[config.mk]
export PLATFORM = sky130hd
export DESIGN_NAME = passcode_ctrl
export DESIGN_NICKNAME = d
export VERILOG_FILES = /design/src/rtl/lock_pkg.sv /design/src/rtl/lockout_timer.sv /design/src/rtl/passcode_ctrl.sv
export SDC_FILE = /design/constraint.sdc
export NUM_CORES = 1
export LEC_CHECK = 0
export ABC_AREA = 1
export CAP_MARGIN = 20
export CORE_UTILIZATION = 56
export DETAILED_ROUTE_END_ITERATION = 8
export PLACE_DENSITY_LB_ADDON = 0.3
export SLEW_MARGIN = 40
export SYNTH_ARGS = -nofsm -noshare
export SYNTH_HDL_FRONTEND = slang
export SYNTH_HIERARCHICAL = 1
export SYNTH_SLANG_ARGS = --single-unit
[constraint.sdc]
create_clock -name clk -period 2.35 [get_ports clk]
set_input_delay 0.5875 -clock clk [delete_from_list [all_inputs] [get_ports clk]]
set_output_delay 0.5875 -clock clk [all_outputs]
set_load 0.01 [all_outputs]
[src/rtl/lock_pkg.sv]
`default_nettype none
// +----------------------------------------------------------------------+
// | lock_pkg - shared types and key codes for the lock supervisor        |
// | Revision: 1.0                                                        |
// +----------------------------------------------------------------------+
package lock_pkg;

  typedef enum logic [3:0] {
    INIT, LS0, LS1, LS2, LS3, LS4, LS5, LS6, LS7, OPEN, ALARM
  } state_t;

  localparam logic [4:0] KEY_W = 5'd16;
  localparam logic [4:0] KEY_P = 5'd17;
  localparam logic [4:0] KEY_C = 5'd18;

  typedef enum logic [2:0] {
    CTRL_RUN, CTRL_PROG, CTRL_COMMIT, CTRL_LOCKOUT, CTRL_PERMA
  } ctrl_state_t;

  function automatic logic is_digit(input logic [4:0] k);
    return k < 5'd16;
  endfunction

endpackage
`default_nettype wire

[src/rtl/lockout_timer.sv]
`default_nettype none
// +----------------------------------------------------------------------+
// | lockout_timer - loadable down-counter with one-cycle done pulse      |
// | Revision: 1.0                                                        |
// +----------------------------------------------------------------------+
module lockout_timer #(
  parameter int WIDTH = 10
) (
  input  logic             clk,
  input  logic             nrst,
  input  logic             load,
  input  logic [WIDTH-1:0] load_val,
  output logic             done
);

  logic [WIDTH-1:0] cnt;
  logic             busy;

  // A load of N-1 raises done N-1 cycles later, so the registered consumer
  // acts exactly N cycles after the load edge.
  assign done = busy && (cnt == '0);

  always_ff @(posedge clk or negedge nrst) begin
    if (!nrst) begin
      cnt  <= '0;
      busy <= 1'b0;
    end else if (load) begin
      cnt  <= load_val;
      busy <= 1'b1;
    end else if (busy) begin
      if (cnt == '0) busy <= 1'b0;
      else           cnt  <= cnt - 1'b1;
    end
  end

endmodule
`default_nettype wire

[src/rtl/passcode_ctrl.sv]
`default_nettype none
// +----------------------------------------------------------------------+
// | passcode_ctrl - passcode owner, keypad programming, alarm lockout    |
// | Option: PASSCODE_CTRL_BACKOFF_EN doubles lockout per prior alarm     |
// | Revision: 1.0                                                        |
// +----------------------------------------------------------------------+
import lock_pkg::*;

module passcode_ctrl #(
  parameter logic [31:0] DEFAULT_SEQ    = 32'h1234_5678,
  parameter int          LOCKOUT_CYCLES = 1000,
  parameter int          MAX_FAILS      = 3
) (
  input  logic        clk,
  input  logic        nrst,
  input  logic [4:0]  key,
  input  logic        key_strb,
  input  state_t      lock_state,
  output logic [31:0] seq,
  output logic        prog_mode,
  output logic        lockout,
  output logic        fsm_clr,
  output logic [3:0]  fail_cnt
);

`ifdef PASSCODE_CTRL_BACKOFF_EN
  localparam int TW = $clog2(LOCKOUT_CYCLES + 1) + MAX_FAILS - 1;
`else
  localparam int TW = $clog2(LOCKOUT_CYCLES + 1);
`endif

  ctrl_state_t    state, state_nxt;
  logic [31:0]    shadow, shadow_nxt, seq_nxt;
  logic [2:0]     idx, idx_nxt;
  logic [3:0]     fail_nxt, fail_inc;
  logic [4:0]     digit_sh;
  logic           clr_nxt, alarm_hit;
  logic           tmr_load, tmr_done;
  logic [TW-1:0]  tmr_val;

  assign fail_inc  = (fail_cnt == 4'd15) ? 4'd15 : fail_cnt + 4'd1;
  assign digit_sh  = 5'd28 - {idx, 2'b00};
  assign alarm_hit = (lock_state == ALARM) &&
                     (state == CTRL_RUN || state == CTRL_PROG || state == CTRL_COMMIT);

`ifdef PASSCODE_CTRL_BACKOFF_EN
  assign tmr_val = (TW'(LOCKOUT_CYCLES) << (fail_inc - 4'd1)) - TW'(1);
`else
  assign tmr_val = TW'(LOCKOUT_CYCLES - 1);
`endif

  lockout_timer #(.WIDTH(TW)) u_timer (
    .clk      (clk),
    .nrst     (nrst),
    .load     (tmr_load),
    .load_val (tmr_val),
    .done     (tmr_done)
  );

  always_ff @(posedge clk or negedge nrst) begin
    if (!nrst) begin
      state     <= CTRL_RUN;
      shadow    <= '0;
      idx       <= '0;
      seq       <= DEFAULT_SEQ;
      fail_cnt  <= '0;
      fsm_clr   <= 1'b0;
      prog_mode <= 1'b0;
      lockout   <= 1'b0;
    end else begin
      state     <= state_nxt;
      shadow    <= shadow_nxt;
      idx       <= idx_nxt;
      seq       <= seq_nxt;
      fail_cnt  <= fail_nxt;
      fsm_clr   <= clr_nxt;
      prog_mode <= (state_nxt == CTRL_PROG) || (state_nxt == CTRL_COMMIT);
      lockout   <= (state_nxt == CTRL_LOCKOUT) || (state_nxt == CTRL_PERMA);
    end
  end

  always_comb begin
    state_nxt  = state;
    shadow_nxt = shadow;
    idx_nxt    = idx;
    seq_nxt    = seq;
    fail_nxt   = fail_cnt;
    clr_nxt    = 1'b0;
    tmr_load   = 1'b0;

    // An alarm seen by the lock FSM overrides whatever key arrives with it.
    if (alarm_hit) begin
      fail_nxt = fail_inc;
      if (int'(fail_inc) >= MAX_FAILS) begin
        state_nxt = CTRL_PERMA;
      end else begin
        state_nxt = CTRL_LOCKOUT;
        tmr_load  = 1'b1;
      end
    end else begin
      case (state)
        CTRL_RUN: begin
          if (key_strb && key == KEY_P && lock_state == OPEN) begin
            state_nxt  = CTRL_PROG;
            idx_nxt    = '0;
            shadow_nxt = '0;
          end
        end
        CTRL_PROG: begin
          if (lock_state != OPEN) begin
            state_nxt = CTRL_RUN;
          end else if (key_strb) begin
            if (is_digit(key)) begin
              shadow_nxt = (shadow & ~(32'hF << digit_sh)) | ({28'd0, key[3:0]} << digit_sh);
              idx_nxt    = idx + 3'd1;
              if (idx == 3'd7) state_nxt = CTRL_COMMIT;
            end else if (key == KEY_C) begin
              state_nxt = CTRL_RUN;
            end
          end
        end
        CTRL_COMMIT: begin
          if (key_strb && key == KEY_W) begin
            seq_nxt   = shadow;
            clr_nxt   = 1'b1;
            state_nxt = CTRL_RUN;
          end else if (key_strb && key == KEY_C) begin
            state_nxt = CTRL_RUN;
          end
        end
        CTRL_LOCKOUT: begin
          if (tmr_done) begin
            clr_nxt   = 1'b1;
            state_nxt = CTRL_RUN;
          end
        end
        CTRL_PERMA: state_nxt = CTRL_PERMA;
        default:    state_nxt = CTRL_RUN;
      endcase
    end
  end

endmodule
`default_nettype wire

==> metrics.yaml <==
detailed_routing:
  vias: 3961
  vias_per_cell: 5.53
  ant_nets: 0
  avgRoutedWirePerCell_um: 14.2
  first_iter_violations: 299
  dr.pass1.iters: 5
  drc: 0
  routed_wl_um: 10100
placement:
  pre_cts_slack_ns: 0.0249
  place.gp.congestion: 0.902
  numPlacedInstances: 700
  port_buffers: 50
  dpl.hpwl_um: 7510
final_layout:
  areaGrowthSynthToFinish_pct: 20.9
  seq_area_um2: 2220
  multi_input_area_um2: 1990
  n_fill_cell: 624
  instances_no_fill: 716
  fin_nets: 629
  diodes: 0
  drive_above_1_share_pct: 15.6
floorplanning:
  coreArea_um2: 7810
  start_util_pct: 58.3
  io_pins: 51
  dieWidth_um: 92.1
  fp-row-count: 32
  die_area_um2: 8490
  die_h_um: 92.1
grt:
  track_usage_pct: 25.8
  grt_pass1_vias: 3765
  antenna_found_initial: 0
  grt_max_degree: 48
  grt_pass1_wl_um: 17300
  overflow: 0
pwr:
  pwr_density_cell_nw_per_um2: 755
  ir_drop_v: 0.000579
  leakagePower_nw: 2.66
critical_path:
  critPathLaunchType: "register"
  crit_fanout: 5
  crit_path_end_kind: "register"
  arrival_ns: 2.41
  worstSetupPathType: "reg -> reg"
  reg2regPathDepth: 13
  cp.required_ns: 2.61
clock_tree:
  cts_setup_buffers: 0
  htree_levels: 3
  clk_latency_ns: 0.36
  clock-root-buffer: "clkbuf_8"
  numCtsBuffers: 9
  cts_resized: 0
  ctsHoldBuffers: 0
  cts.sinks: 88
  path_clk_slew_ns: 0.10
  cts_tree: "yes"
  cts_buffer_depth: 2
run_status:
  outcome: "completed"
sta:
  hold_viol: 0
  whs_ns: 0.0991
  maxSlewViolCount: 0
  setup_viol: 0
  fmax_ghz: 0.466
  fin_skew_ns: 0.0125
  setup_tns_ns: 0
  fin_crit_sh_pct: 91.3
  worst_slack_ns: 0.203
  timing_worst_slew_pin_value_ns: 0.605
  period_needed_ns: 2.15
  maxSlewHeadroom_pct: 59.5
yosys:
  yosys.cell_types.count: 37
  synth-async-reset-ratio_pct: 100
  yosysMostFrequentCell: "nand2_1"
  synth_area_leaders: "dfrtp_1 41%, nand2_1 11%, dfstp_2 7.5%"
  syn_avg_cell_area_um2: 8.44
  synth_cells: 539
  syn_area_um2: 4550
  synth_top_area_share_pct: 41.3
  ys_seq_elements: 88
  yosys-top-cells-count: "131 x nand2_1, 75 x dfrtp_1, 67 x nand3_1"
  synth_ff_type: "dfrtp_1"
  yosysTopAreaCell: "dfrtp_1"
  synth-edff-count: 0
  synth_warnings: 6
  synth_seq_area_share_pct: 48.8
run:
  drv_cap: 0
hold_path:
  hp-class: "in -> async"
per-stage QoR:
| step | power (mW) | instance area [um2] | utilization [%] |
|---|---|---|---|
| 2_1_floorplan | 2.67 | 4580 | - |
| 3_3_place_gp | 3.00 | 5280 | 67.6 |
| 3_5_place_dp | 3.05 | 5280 | 67.6 |
| 4_1_cts | 4.15 | 5490 | 70.3 |
| 5_1_grt | 4.43 | 5500 | 70.4 |
| 6_report | 4.15 | 5500 | 70.4 |
per-layer routing:
metal / up-vias / global-route usage (%) / part of all wire (%)
li1: 1911 / - / -
met1: 1879 / 34.0 / 43
met5: - / 0 / 0
met3: 24 / 3.81 / 5.1
met2: 147 / 41.3 / 49
met4: 0 / 13.8 / 2.8
cell usage in the layout, fill, tap and decap left out, types with 2 or more instances in the layout:
cell / synthesis / layout
nand2_1: 131 / 131
dfrtp_1: 75 / 75
nand3_1: 67 / 67
inv_1: 58 / 57
clkdlybuf4s50_1: 0 / 49
nor2_1: 33 / 33
o21ai_0: 27 / 27
o21ai_2: 20 / 20
buf_4: 1 / 19
o22ai_1: 17 / 17
dfstp_2: 13 / 13
nand4_1: 11 / 11
conb_1: 2 / 10
clkbuf_8: 0 / 9
o31ai_1: 8 / 8
a22oi_1: 8 / 8
ha_1: 8 / 7
o21ai_1: 5 / 5
nor2_2: 4 / 4
nor3_1: 4 / 4
nand2_2: 4 / 4
buf_12: 0 / 4
nor2_4: 3 / 3
a21oi_1: 3 / 3
nand2_4: 3 / 3
inv_2: 1 / 2
inv_4: 2 / 2
a31oi_1: 2 / 2
inv_6: 0 / 2
clkinvlp_4: 0 / 2
inv_8: 0 / 2
nand2_8: 2 / 2
worst max-delay path, stage by stage (launching register included):
cell and delay [ns]:
dfrtp_1 0.42, inv_2 0.11, ha_2 0.20, inv_1 0.06, nor2_1 0.17, nand2_1 0.15, nor4_2 0.26, inv_1 0.12
nand3_1 0.14, nand2_1 0.07, nor2_1 0.14, nand2_1 0.10, nand2_1 0.08, nand2_1 0.05
worst paths after layout:
check                                      startpoint             endpoint  slack, ns
max                        u_timer/cnt[0]$_DFFE_PN0P_    lockout$_DFF_PN0_       0.20
min                                              nrst  seq[13]$_DFFE_PN0P_        0.1
max reg2reg                u_timer/cnt[0]$_DFFE_PN0P_    lockout$_DFF_PN0_       0.20
min reg2reg                       seq[28]$_DFFE_PN1P_  seq[28]$_DFFE_PN1P_       0.47
max in group asynchronous                        nrst   seq[3]$_DFFE_PN1P_       1.64
min in group clk                  seq[28]$_DFFE_PN1P_  seq[28]$_DFFE_PN1P_       0.47
logic make-up (layout without fill, tap and decap cells):
| family | Yosys count | after routing | share of synthesized area, % |
|---|---|---|---|
| AND/OR/NAND/NOR | 266 | 266 | 27.3 |
| flip-flops | 88 | 88 | 48.8 |
| AO/OA/AOI/OAI | 92 | 92 | 13.3 |
| buffers and inverters | 83 | 150 | 8.25 |
| adder cells (fa/ha/maj) | 8 | 8 | 2.20 |
| other | 2 | 10 | 0.165 |
state kept, by name, indices dropped and copies added, names as in the netlist:
register	flops
u_timer/cnt	10
fail_cnt	4
state	3
lockout	1
fsm_clr	1
idx	3
seq	32
prog_mode	1
u_timer/busy	1
shadow	32
where the power goes:
group          leakage (nW)  total [mW]  switching (mW)  internal, mW
Sequential             1.03        1.92           0.218          1.70
Combinational          1.52        1.13           0.684         0.448
Clock                 0.100        1.10           0.589         0.513
final cells by class:
class | count | area share, %
clock buffer | 9 | 2.25
clock inverter | 7 | 1.55
inverter | 62 | 4.32
multi-input combinational | 376 | 36.2
sequential | 88 | 40.3
tap | 102 | 2.32
timing repair buffer | 72 | 13.0
(Power assumes the default switching activity.)
